File: config.mk
export PLATFORM = sky130hd
export DESIGN_NAME = pipe_hazard_ctrl
export DESIGN_NICKNAME = d
export VERILOG_FILES = /design/src/rtl/pipe_pkg.sv /design/src/rtl/fwd_match.sv /design/src/rtl/pipe_hazard_ctrl.sv
export SDC_FILE = /design/constraint.sdc
export NUM_CORES = 1
export LEC_CHECK = 0
export BUFFER_PORTS_ARGS = -buffer_cell sky130_fd_sc_hd__buf_2
export CELL_PAD_IN_SITES_DETAIL_PLACEMENT = 1
export CELL_PAD_IN_SITES_GLOBAL_PLACEMENT = 2
export CORE_UTILIZATION = 38
export CTS_BUF_LIST = sky130_fd_sc_hd__clkbuf_8
export CTS_CLUSTER_DIAMETER = 150
export DETAILED_ROUTE_END_ITERATION = 10
export GPL_TIMING_DRIVEN = 0
export HOLD_SLACK_MARGIN = 0.12
export PLACE_DENSITY = 0.85
export SLEW_MARGIN = 15
export SYNTH_ARGS = -nofsm -noshare
export SYNTH_HDL_FRONTEND = slang
export SYNTH_SLANG_ARGS = --single-unit
File: constraint.sdc
create_clock -name i_clk -period 3.1 [get_ports i_clk]
set_clock_uncertainty 0.05 [all_clocks]
set_input_delay 0 -clock i_clk [delete_from_list [all_inputs] [get_ports i_clk]]
set_output_delay 0 -clock i_clk [all_outputs]
set_load 0.1 [all_outputs]
File: src/rtl/pipe_pkg.sv
// Shared types for the pipeline hazard/forwarding controller: FSM state
// encoding, scoreboard entry layout and the register-match helper.
package pipe_pkg;

    // Register index storage width inside the scoreboard. Wide enough for any
    // REG_BITS up to 8; narrower indices are zero-extended on entry.
    localparam int REG_BITS_MAX = 8;

    typedef logic [REG_BITS_MAX-1:0] sb_rd_t;

    // x0 is hard-wired zero and never produces a forwardable value.
    localparam sb_rd_t REG_ZERO = '0;

    // Forwarding select value meaning "read the register file".
    localparam int SEL_REGFILE = 0;

    typedef enum logic [1:0] {
        RUN    = 2'd0,
        LDUSE  = 2'd1,
        BRWAIT = 2'd2
    } fsm_state_t;

    typedef struct packed {
        logic   valid;
        sb_rd_t rd;
        logic   is_load;
    } sb_entry_t;

    localparam sb_entry_t SB_EMPTY = '{valid: 1'b0, rd: '0, is_load: 1'b0};

    // True when a scoreboard entry produces the (nonzero) source register rs.
    function automatic logic sb_match(input sb_entry_t entry, input sb_rd_t rs);
        return entry.valid && (entry.rd == rs) && (rs != REG_ZERO);
    endfunction

endpackage

File: src/rtl/fwd_match.sv
// Combinational priority matcher: returns the youngest scoreboard stage that
// writes the requested source register, or the register-file select.
import pipe_pkg::*;

module fwd_match #(
    parameter int STAGES = 3,
    parameter int SEL_W  = 2
) (
    input  sb_rd_t                  rs,
    input  sb_entry_t [STAGES:1]    sb,
    output logic      [SEL_W-1:0]   sel
);

    // Scan oldest to youngest so the youngest matching producer wins.
    always_comb begin
        sel = SEL_W'(SEL_REGFILE);
        for (int k = STAGES; k >= 1; k--) begin
            if (sb_match(sb[k], rs)) begin
                sel = SEL_W'(k);
            end
        end
    end

endmodule

File: src/rtl/pipe_hazard_ctrl.sv
// Hazard and forwarding controller between ID and the downstream stages.
// Tracks in-flight writers in a shift-register scoreboard, produces per-operand
// forwarding selects, stalls on load-use and sequences control hazards.
// Build option: define PIPE_HAZARD_PRED_NT_EN for predict-not-taken with flush;
// otherwise branches stall ID until resolved (stall-until-resolve).
//
// Handshake note: there is no valid/ready pair here. i_stall_ext freezes all
// state; o_stall_fetch/o_bubble_id are combinational requests for the same cycle.
import pipe_pkg::*;

module pipe_hazard_ctrl #(
    parameter int REG_BITS   = 5,
    parameter int FWD_STAGES = 3,
    parameter int BR_LAT     = 3,
    parameter int SEL_W      = $clog2(FWD_STAGES + 1)
) (
    input  logic                i_clk,
    input  logic                i_rst,
    input  logic                i_id_valid,
    input  logic [REG_BITS-1:0] i_id_rs1,
    input  logic [REG_BITS-1:0] i_id_rs2,
    input  logic [REG_BITS-1:0] i_id_rd,
    input  logic                i_id_reg_write,
    input  logic                i_id_mem_read,
    input  logic                i_id_branch,
    input  logic                i_redirect,
    input  logic                i_stall_ext,
    output logic                o_stall_fetch,
    output logic                o_bubble_id,
    output logic                o_flush,
    output logic [SEL_W-1:0]    o_fwd_rs1_sel,
    output logic [SEL_W-1:0]    o_fwd_rs2_sel,
    output logic                o_busy
);

    localparam int CNT_W = $clog2(BR_LAT + 1);

    sb_entry_t [FWD_STAGES:1] sb;
    sb_entry_t [FWD_STAGES:1] sb_nxt;
    fsm_state_t               state;
    fsm_state_t               state_nxt;
    logic [CNT_W-1:0]         cnt;
    logic [CNT_W-1:0]         cnt_nxt;

    logic   stall;
    logic   bubble;
    logic   flush;
    logic   clear_wp;
    logic   load_use;
    logic   issue;
    sb_rd_t rs1_x;
    sb_rd_t rs2_x;
    sb_rd_t rd_x;

    assign rs1_x = sb_rd_t'(i_id_rs1);
    assign rs2_x = sb_rd_t'(i_id_rs2);
    assign rd_x  = sb_rd_t'(i_id_rd);

    // A load in the youngest slot cannot forward yet; its consumer must wait a cycle.
    assign load_use = sb[1].is_load && (sb_match(sb[1], rs1_x) || sb_match(sb[1], rs2_x));

    assign issue = i_id_valid && !bubble && i_id_reg_write && (rd_x != REG_ZERO);

    // Stall/bubble/flush decisions and FSM next state, in priority order
    // ext stall > redirect > load-use > branch issue.
    always_comb begin
        stall     = 1'b0;
        bubble    = 1'b0;
        flush     = 1'b0;
        clear_wp  = 1'b0;
        state_nxt = state;
        cnt_nxt   = cnt;
        if (i_stall_ext) begin
            stall = 1'b1;
        end else begin
`ifdef PIPE_HAZARD_PRED_NT_EN
            if (i_redirect) begin
                flush     = 1'b1;
                bubble    = 1'b1;
                clear_wp  = 1'b1;
                state_nxt = RUN;
            end else if (load_use) begin
                stall     = 1'b1;
                bubble    = 1'b1;
                state_nxt = LDUSE;
            end else begin
                state_nxt = RUN;
            end
`else
            case (state)
                BRWAIT: begin
                    stall  = 1'b1;
                    bubble = 1'b1;
                    if (i_redirect || (cnt == CNT_W'(1))) begin
                        state_nxt = RUN;
                        cnt_nxt   = '0;
                    end else begin
                        cnt_nxt = cnt - CNT_W'(1);
                    end
                end
                // LDUSE re-presents the held consumer, which may itself be a branch.
                default: begin
                    if (load_use) begin
                        stall     = 1'b1;
                        bubble    = 1'b1;
                        state_nxt = LDUSE;
                    end else if (i_id_valid && i_id_branch) begin
                        state_nxt = BRWAIT;
                        cnt_nxt   = CNT_W'(BR_LAT);
                    end else begin
                        state_nxt = RUN;
                    end
                end
            endcase
`endif
        end
    end

    // Scoreboard shift; on a flush the wrong-path slots are emptied as they move.
    always_comb begin
        sb_nxt[1] = issue ? '{valid: 1'b1, rd: rd_x, is_load: i_id_mem_read} : SB_EMPTY;
        for (int k = 2; k <= FWD_STAGES; k++) begin
            sb_nxt[k] = (clear_wp && (k <= BR_LAT)) ? SB_EMPTY : sb[k-1];
        end
    end

    // State registers; everything holds while the pipeline is frozen.
    always_ff @(posedge i_clk or posedge i_rst) begin
        if (i_rst) begin
            sb    <= '0;
            state <= RUN;
            cnt   <= '0;
        end else if (!i_stall_ext) begin
            sb    <= sb_nxt;
            state <= state_nxt;
            cnt   <= cnt_nxt;
        end
    end

    fwd_match #(.STAGES(FWD_STAGES), .SEL_W(SEL_W)) u_fwd_rs1 (
        .rs  (rs1_x),
        .sb  (sb),
        .sel (o_fwd_rs1_sel)
    );

    fwd_match #(.STAGES(FWD_STAGES), .SEL_W(SEL_W)) u_fwd_rs2 (
        .rs  (rs2_x),
        .sb  (sb),
        .sel (o_fwd_rs2_sel)
    );

    // Control outputs are forced low while reset is asserted.
    assign o_stall_fetch = stall  && !i_rst;
    assign o_bubble_id   = bubble && !i_rst;
    assign o_flush       = flush  && !i_rst;
    assign o_busy        = (state != RUN);

endmodule

-- Word-level counts from Yosys, hierarchy flattened
Index checks and enable logic that the tools add are counted.
- register bits: 32
- input bits: 23
- output and inout port bits: 8
- logic and storage cells: 70
- add/subtract/negate cells: 1
- eq/ne operators: 10
- mux-type cells: 19
- bitwise logic cells: 1
- reduce and logical (&&, ||, !) cells: 30
- operator list (cell ; number):
    8-bit by 5-bit == test with 1-bit output ; 6
    2-bit 2-to-1 mux ; 14
    8-bit nonzero test ; 3
    1-bit logical AND ; 19
    10-bit 2-to-1 mux ; 1
    1-bit 2-to-1 mux ; 4
    2-bit nonzero test ; 2
    3-bit AND reduction ; 1
    2-bit by 1-bit == test with 1-bit output (second input constant) ; 1
    2-bit == test (second input constant) ; 1
    1-bit logical NOT ; 2
    1-bit logical OR ; 2
    2-bit by 1-bit != test with 1-bit output (second input constant) ; 1
    2-bit != test (second input constant) ; 1
    2-bit AND reduction ; 1
    2-bit by 1-bit subtractor with 2-bit output (second input constant) ; 1
    1-bit inverter ; 1

-- Depth between registers and ports, before layout
- word-level depth: 13
- gate-level depth with buffers: 6
- depth with buffers taken out: 6

-- Cells and area by module
From an unflattened synthesis, not the netlist that was laid out.
- cell total of the unflattened synthesis: 189
- area, all modules: 1854.3 sq um
- by module, submodules not included (module ; instances ; cells an instance ; area an instance (sq um) ; sequential area each (sq um)):
    pipe_hazard_ctrl ; 1 ; 105 ; 1196.1 ; 625.6
    fwd_match ; 2 ; 42 ; 329.1 ; 0.0

-- Worst setup path after synthesis
OpenSTA, ideal clock, no wires.
- kind: register -> output
- start point: register sb[3] (netlist name)
- end point: output o_bubble_id
- arrival time: 3286 ps
- data required time: 3050 ps
- slack: -236 ps
- stages on the path, launching flop included: 7
- path buffers: 0
- cell sequence: dfrtp_1 > xnor2_1 > nand4_1 > nor4_1 > o21a_4 > nor2_1 > nor3_1
- word-level cells in the longest chain between the ends: 9
- elaborated cells between the ends (all ways): 12
- classes of those cells: 2 x eq/ne; 3 x mux; 7 x reduce/logical
- RTL lines (element ; RTL line ; text):
    8-bit by 5-bit == test with 1-bit output ; pipe_pkg.sv:33 ; return entry.valid && (entry.rd == rs) && (rs != REG_ZERO);
    1-bit logical AND (2 in a row) ; pipe_pkg.sv:33 ;
    1-bit logical OR (*) ; pipe_hazard_ctrl.sv:60 ; assign load_use = sb[1].is_load && (sb_match(sb[1], rs1_x) || sb_match(sb[1], rs2_x));
    1-bit logical AND (*) ; pipe_hazard_ctrl.sv:60 ;
    1-bit 2-to-1 mux (*) ; pipe_hazard_ctrl.sv:103 ; if (load_use) begin
    1-bit 2-to-1 mux (*) ; pipe_hazard_ctrl.sv:90 ; case (state)
    1-bit 2-to-1 mux (*) ; pipe_hazard_ctrl.sv:73 ; if (i_stall_ext) begin
    1-bit logical AND (*) ; pipe_hazard_ctrl.sv:154 ; assign o_bubble_id = bubble && !i_rst;
    end, declared ; pipe_hazard_ctrl.sv:29 ; output logic o_bubble_id,
Every way passes the cells marked *; elsewhere a longest branch is shown, timed or not.

-- Final worst setup path
- start point: register sb[5] (netlist name)
- end point: output o_bubble_id
- word-level cells in the longest chain between the ends: 9
- elaborated cells between the ends (all ways): 12
- classes of those cells: 2 x eq/ne; 3 x mux; 7 x reduce/logical
- RTL lines (element ; RTL line):
    8-bit by 5-bit == test with 1-bit output ; pipe_pkg.sv:33
    1-bit logical AND (2 in a row) ; pipe_pkg.sv:33
    1-bit logical OR (*) ; pipe_hazard_ctrl.sv:60
    1-bit logical AND (*) ; pipe_hazard_ctrl.sv:60
    1-bit 2-to-1 mux (*) ; pipe_hazard_ctrl.sv:103
    1-bit 2-to-1 mux (*) ; pipe_hazard_ctrl.sv:90
    1-bit 2-to-1 mux (*) ; pipe_hazard_ctrl.sv:73
    1-bit logical AND (*) ; pipe_hazard_ctrl.sv:154
Marks and branches as above.

==> impl_metrics.toml <==
[placement]
placed_cell_area_um2 = 1605
place_hpwl_um = 2659
gp_routability_congestion = 0.8190
pre_cts_slack_ps = 1023
port_buffer_count = 28

[timing]
timing.fmax_mhz = 428.8
finalSetupTns_ps = 0
report.final.slew_viol_count = 0
final-hold-violation-count = 0
worstMarginPinSlew_ps = 875.6
slew_headroom = 0.4156
final_min_period_over_clock_period = 0.7523
final_critical_path_setup_slack_ps = 767.9
finalCriticalPeriod_ps = 2332
setup_violations_final = 0
grt_setup_unrepaired = "no"

[layout]
final_net_count = 198
area_growth_syn_to_layout_pct = 24.09
ff_latch_area_um2 = 575.6
most_common_library_cell_in_the_layout_ignoring_fill_and_taps = "sky130_fd_sc_hd__buf_2"
utilization = 0.5056
drive_gt1_frac = 0.3121
filler_cell_count = 396
antenna_diode_count = 0
multi_input_area_um2 = 805.8
layout.cell_area.non_filler_um2 = 1740
layout.cells.most_common_list = "sky130_fd_sc_hd__buf_2, sky130_fd_sc_hd__dfrtp_1, sky130_fd_sc_hd__xnor2_1"

[floorplanning]
die_h_um = 62.76
placeableCoreArea_um2 = 3442
std_cell_rows = 21
design.portCount = 31
starting_utilization_of_the_core_area = 0.4075
die_area_um2 = 3938
die_w_um = 62.76

[cts]
cts.reportedPaths.clkPinSlew_ps = 80
clock-sinks = 23
clk_path_buf_depth = 2
cts_setup_buffers = 0
cts_buffers = 3
tritoncts_clock_tree = "built"
ctsHtreeMaxLevel = 1
cts_root_buf = "sky130_fd_sc_hd__clkbuf_8"
cts_resized = 0
clk-insertion-delay-late_ps = 260
cts.hold.buffers_added = 9

[critical_path]
startpoint = "sb[5]"
cp_slowest_cell = "sky130_fd_sc_hd__dfrtp_1"
critical_path_peak_fanout = 6
worst_r2r_endpoint = "sb[0]"
r2r_slack_ps = 1220
crit_chain = "xnor2_1 -> nand4_1 -> nor4_1 -> o21a_4 -> nor2_1 -> nor3_2 -> buf_2"
criticalPathCategory = "register to output pin"
cp_data_arrival_time_ps = 2280
regToRegStartpoint = "sb[5]"
timing.critical_path.to_type = "output pin"
cp_slowest_stage_delay_ps = 440
cp.required_ps = 3050
crit_start_category = "register"
critPathCapture = "o_bubble_id"
rr_worst_depth = 6

[global_routing]
vias_in_the_first_global_route = 1314
grt_overflow = 0
grt_antenna_before_repair = 0
grt_usage = 0.2027
grt_max_degree = 24
global_route_wire_length_before_repair_um = 6127

[pwr]
power_frac_comb = 0.338
power.density_cell_area_nw_per_um2 = 502.3
clkPwrFrac = 0.209
power.share.switching = 0.3675
ir_drop_mv = 0.3731
design_power_total_mw = 0.8742
power.switching_mw = 0.3213
p_int_mw = 0.5529
seq_power_share = 0.453
cellLeakagePower_nw = 0.8072

[drt]
first_iter_violations = 17
drt-wirelength-per-cell_um = 15.81
routed_wl_um = 3463
drc_violations_left = 0
dr_vias_cell = 5.242
detail_route.first_pass.iterations = 4
num_vias = 1148
antenna_violating_nets_post_route = 0

[synth]
yosys_warnings = 0
synth_area_per_inst_um2 = 10.63
gate_count_post_synth = 132
yosys_register_bits = 23
netlist_area_um2 = 1403
synth_seq_area_share = 0.4103
synth_cell_types = 28
synth_fp_nets = 156

[run]
drv.max_cap_violation_count = 0

[min_path]
min_path_type = "primary input to register"

[outcome]
result_of_the_run = "complete, no violations"
[worst min path at each step]
stage	startpoint	slack, ps	to	cells past startpoint
final	i_id_reg_write	150	sb[9]	4
after global routing	i_id_reg_write	180	sb[3]	4
after CTS	i_id_reg_write	150	sb[9]	4
after detailed placement	i_id_rd[2]	190	sb[3]	2
after global placement	i_id_rd[3]	190	sb[4]	2
after floorplan	i_rst	-50	cnt[0]	1
[power by group through the flow]
stage | Clock [mW] | Sequential, mW | Combinational (mW)
2_1_floorplan | 0 | 0.386 | 0.232
3_3_place_gp | 0 | 0.398 | 0.278
3_5_place_dp | 0 | 0.402 | 0.291
4_1_cts | 0.193 | 0.397 | 0.299
5_1_grt | 0.201 | 0.405 | 0.323
6_report | 0.182 | 0.396 | 0.295
[metal layers]
metal / routed length (µm) / part of all wire / track usage / up-vias
li1: - / - / - / 551
met1: 1600 / 0.46 / 0.2532 / 564
met2: 1724 / 0.50 / 0.3533 / 29
met3: 97 / 0.028 / 0.02555 / 4
met4: 40 / 0.012 / 0.07849 / 0
met5: 0 / 0 / 0 / -
[metrics by stage]
stage                     std cells  hold WS (ps)
after floorplan                 132        -48.08
after global placement          206         185.7
after detailed placement        206         191.7
after CTS                       219         149.4
after global routing            219         179.5
final                           219         154.0
[flip-flops by register name, indices dropped and copies added (netlist names)]
register / count
sb: 19
cnt: 2
state: 2
[cell families after synthesis]
logic type,after synthesis,share of synthesized area
AND/OR/NAND/NOR,45,0.1829
XOR/XNOR,30,0.1873
flip-flops,23,0.4103
AO/OA/AOI/OAI,14,0.09278
multiplexers,12,0.09634
buffers and inverters,6,0.01874
adder cells (fa/ha/maj),1,0.008919
other,1,0.002674
[worst max-delay path: cells and delay by family (launching register included)]
family | cells | cell delay (ps)
compound gates | 1 | 240
buf+inv | 1 | 440
xor+xnor | 1 | 190
simple gates | 4 | 700
flops | 1 | 440
[cell type report]
cell class / instances / share of cell area
Multi-Input combinational cell: 103 / 0.4630
Clock inverter: 1 / 0.002157
Buffer: 4 / 0.01078
Timing Repair Buffer: 37 / 0.1323
Clock buffer: 3 / 0.02372
Sequential cell: 23 / 0.3307
Tap cell: 46 / 0.03307
Inverter: 2 / 0.004313
[cells in the mapped netlist]
cell type	number	share of area
sky130_fd_sc_hd__a22o_1	6	0.037
sky130_fd_sc_hd__a32o_1	1	0.0071
sky130_fd_sc_hd__buf_4	1	0.0054
sky130_fd_sc_hd__clkbuf_1	3	0.0080
sky130_fd_sc_hd__conb_1	1	0.0027
sky130_fd_sc_hd__dfrtp_1	23	0.41
sky130_fd_sc_hd__ha_1	1	0.0089
sky130_fd_sc_hd__inv_1	2	0.0054
sky130_fd_sc_hd__mux2_2	12	0.096
sky130_fd_sc_hd__nand2_1	5	0.013
sky130_fd_sc_hd__nand2b_1	2	0.0089
sky130_fd_sc_hd__nand4_1	6	0.027
sky130_fd_sc_hd__nor2_1	11	0.029
sky130_fd_sc_hd__nor2_2	2	0.0089
sky130_fd_sc_hd__nor2b_1	4	0.018
sky130_fd_sc_hd__nor3_1	3	0.011
sky130_fd_sc_hd__nor3_4	1	0.012
sky130_fd_sc_hd__nor4_1	5	0.022
sky130_fd_sc_hd__nor4_2	1	0.0089
sky130_fd_sc_hd__o21a_4	1	0.011
sky130_fd_sc_hd__o22a_2	1	0.0071
sky130_fd_sc_hd__o2bb2ai_1	1	0.0062
sky130_fd_sc_hd__o31a_1	3	0.019
sky130_fd_sc_hd__o31ai_1	1	0.0054
sky130_fd_sc_hd__or2_2	3	0.013
sky130_fd_sc_hd__or4_1	2	0.011
sky130_fd_sc_hd__xnor2_1	18	0.11
sky130_fd_sc_hd__xor2_1	12	0.075
Note: power is estimated with default switching activity, not from simulation.
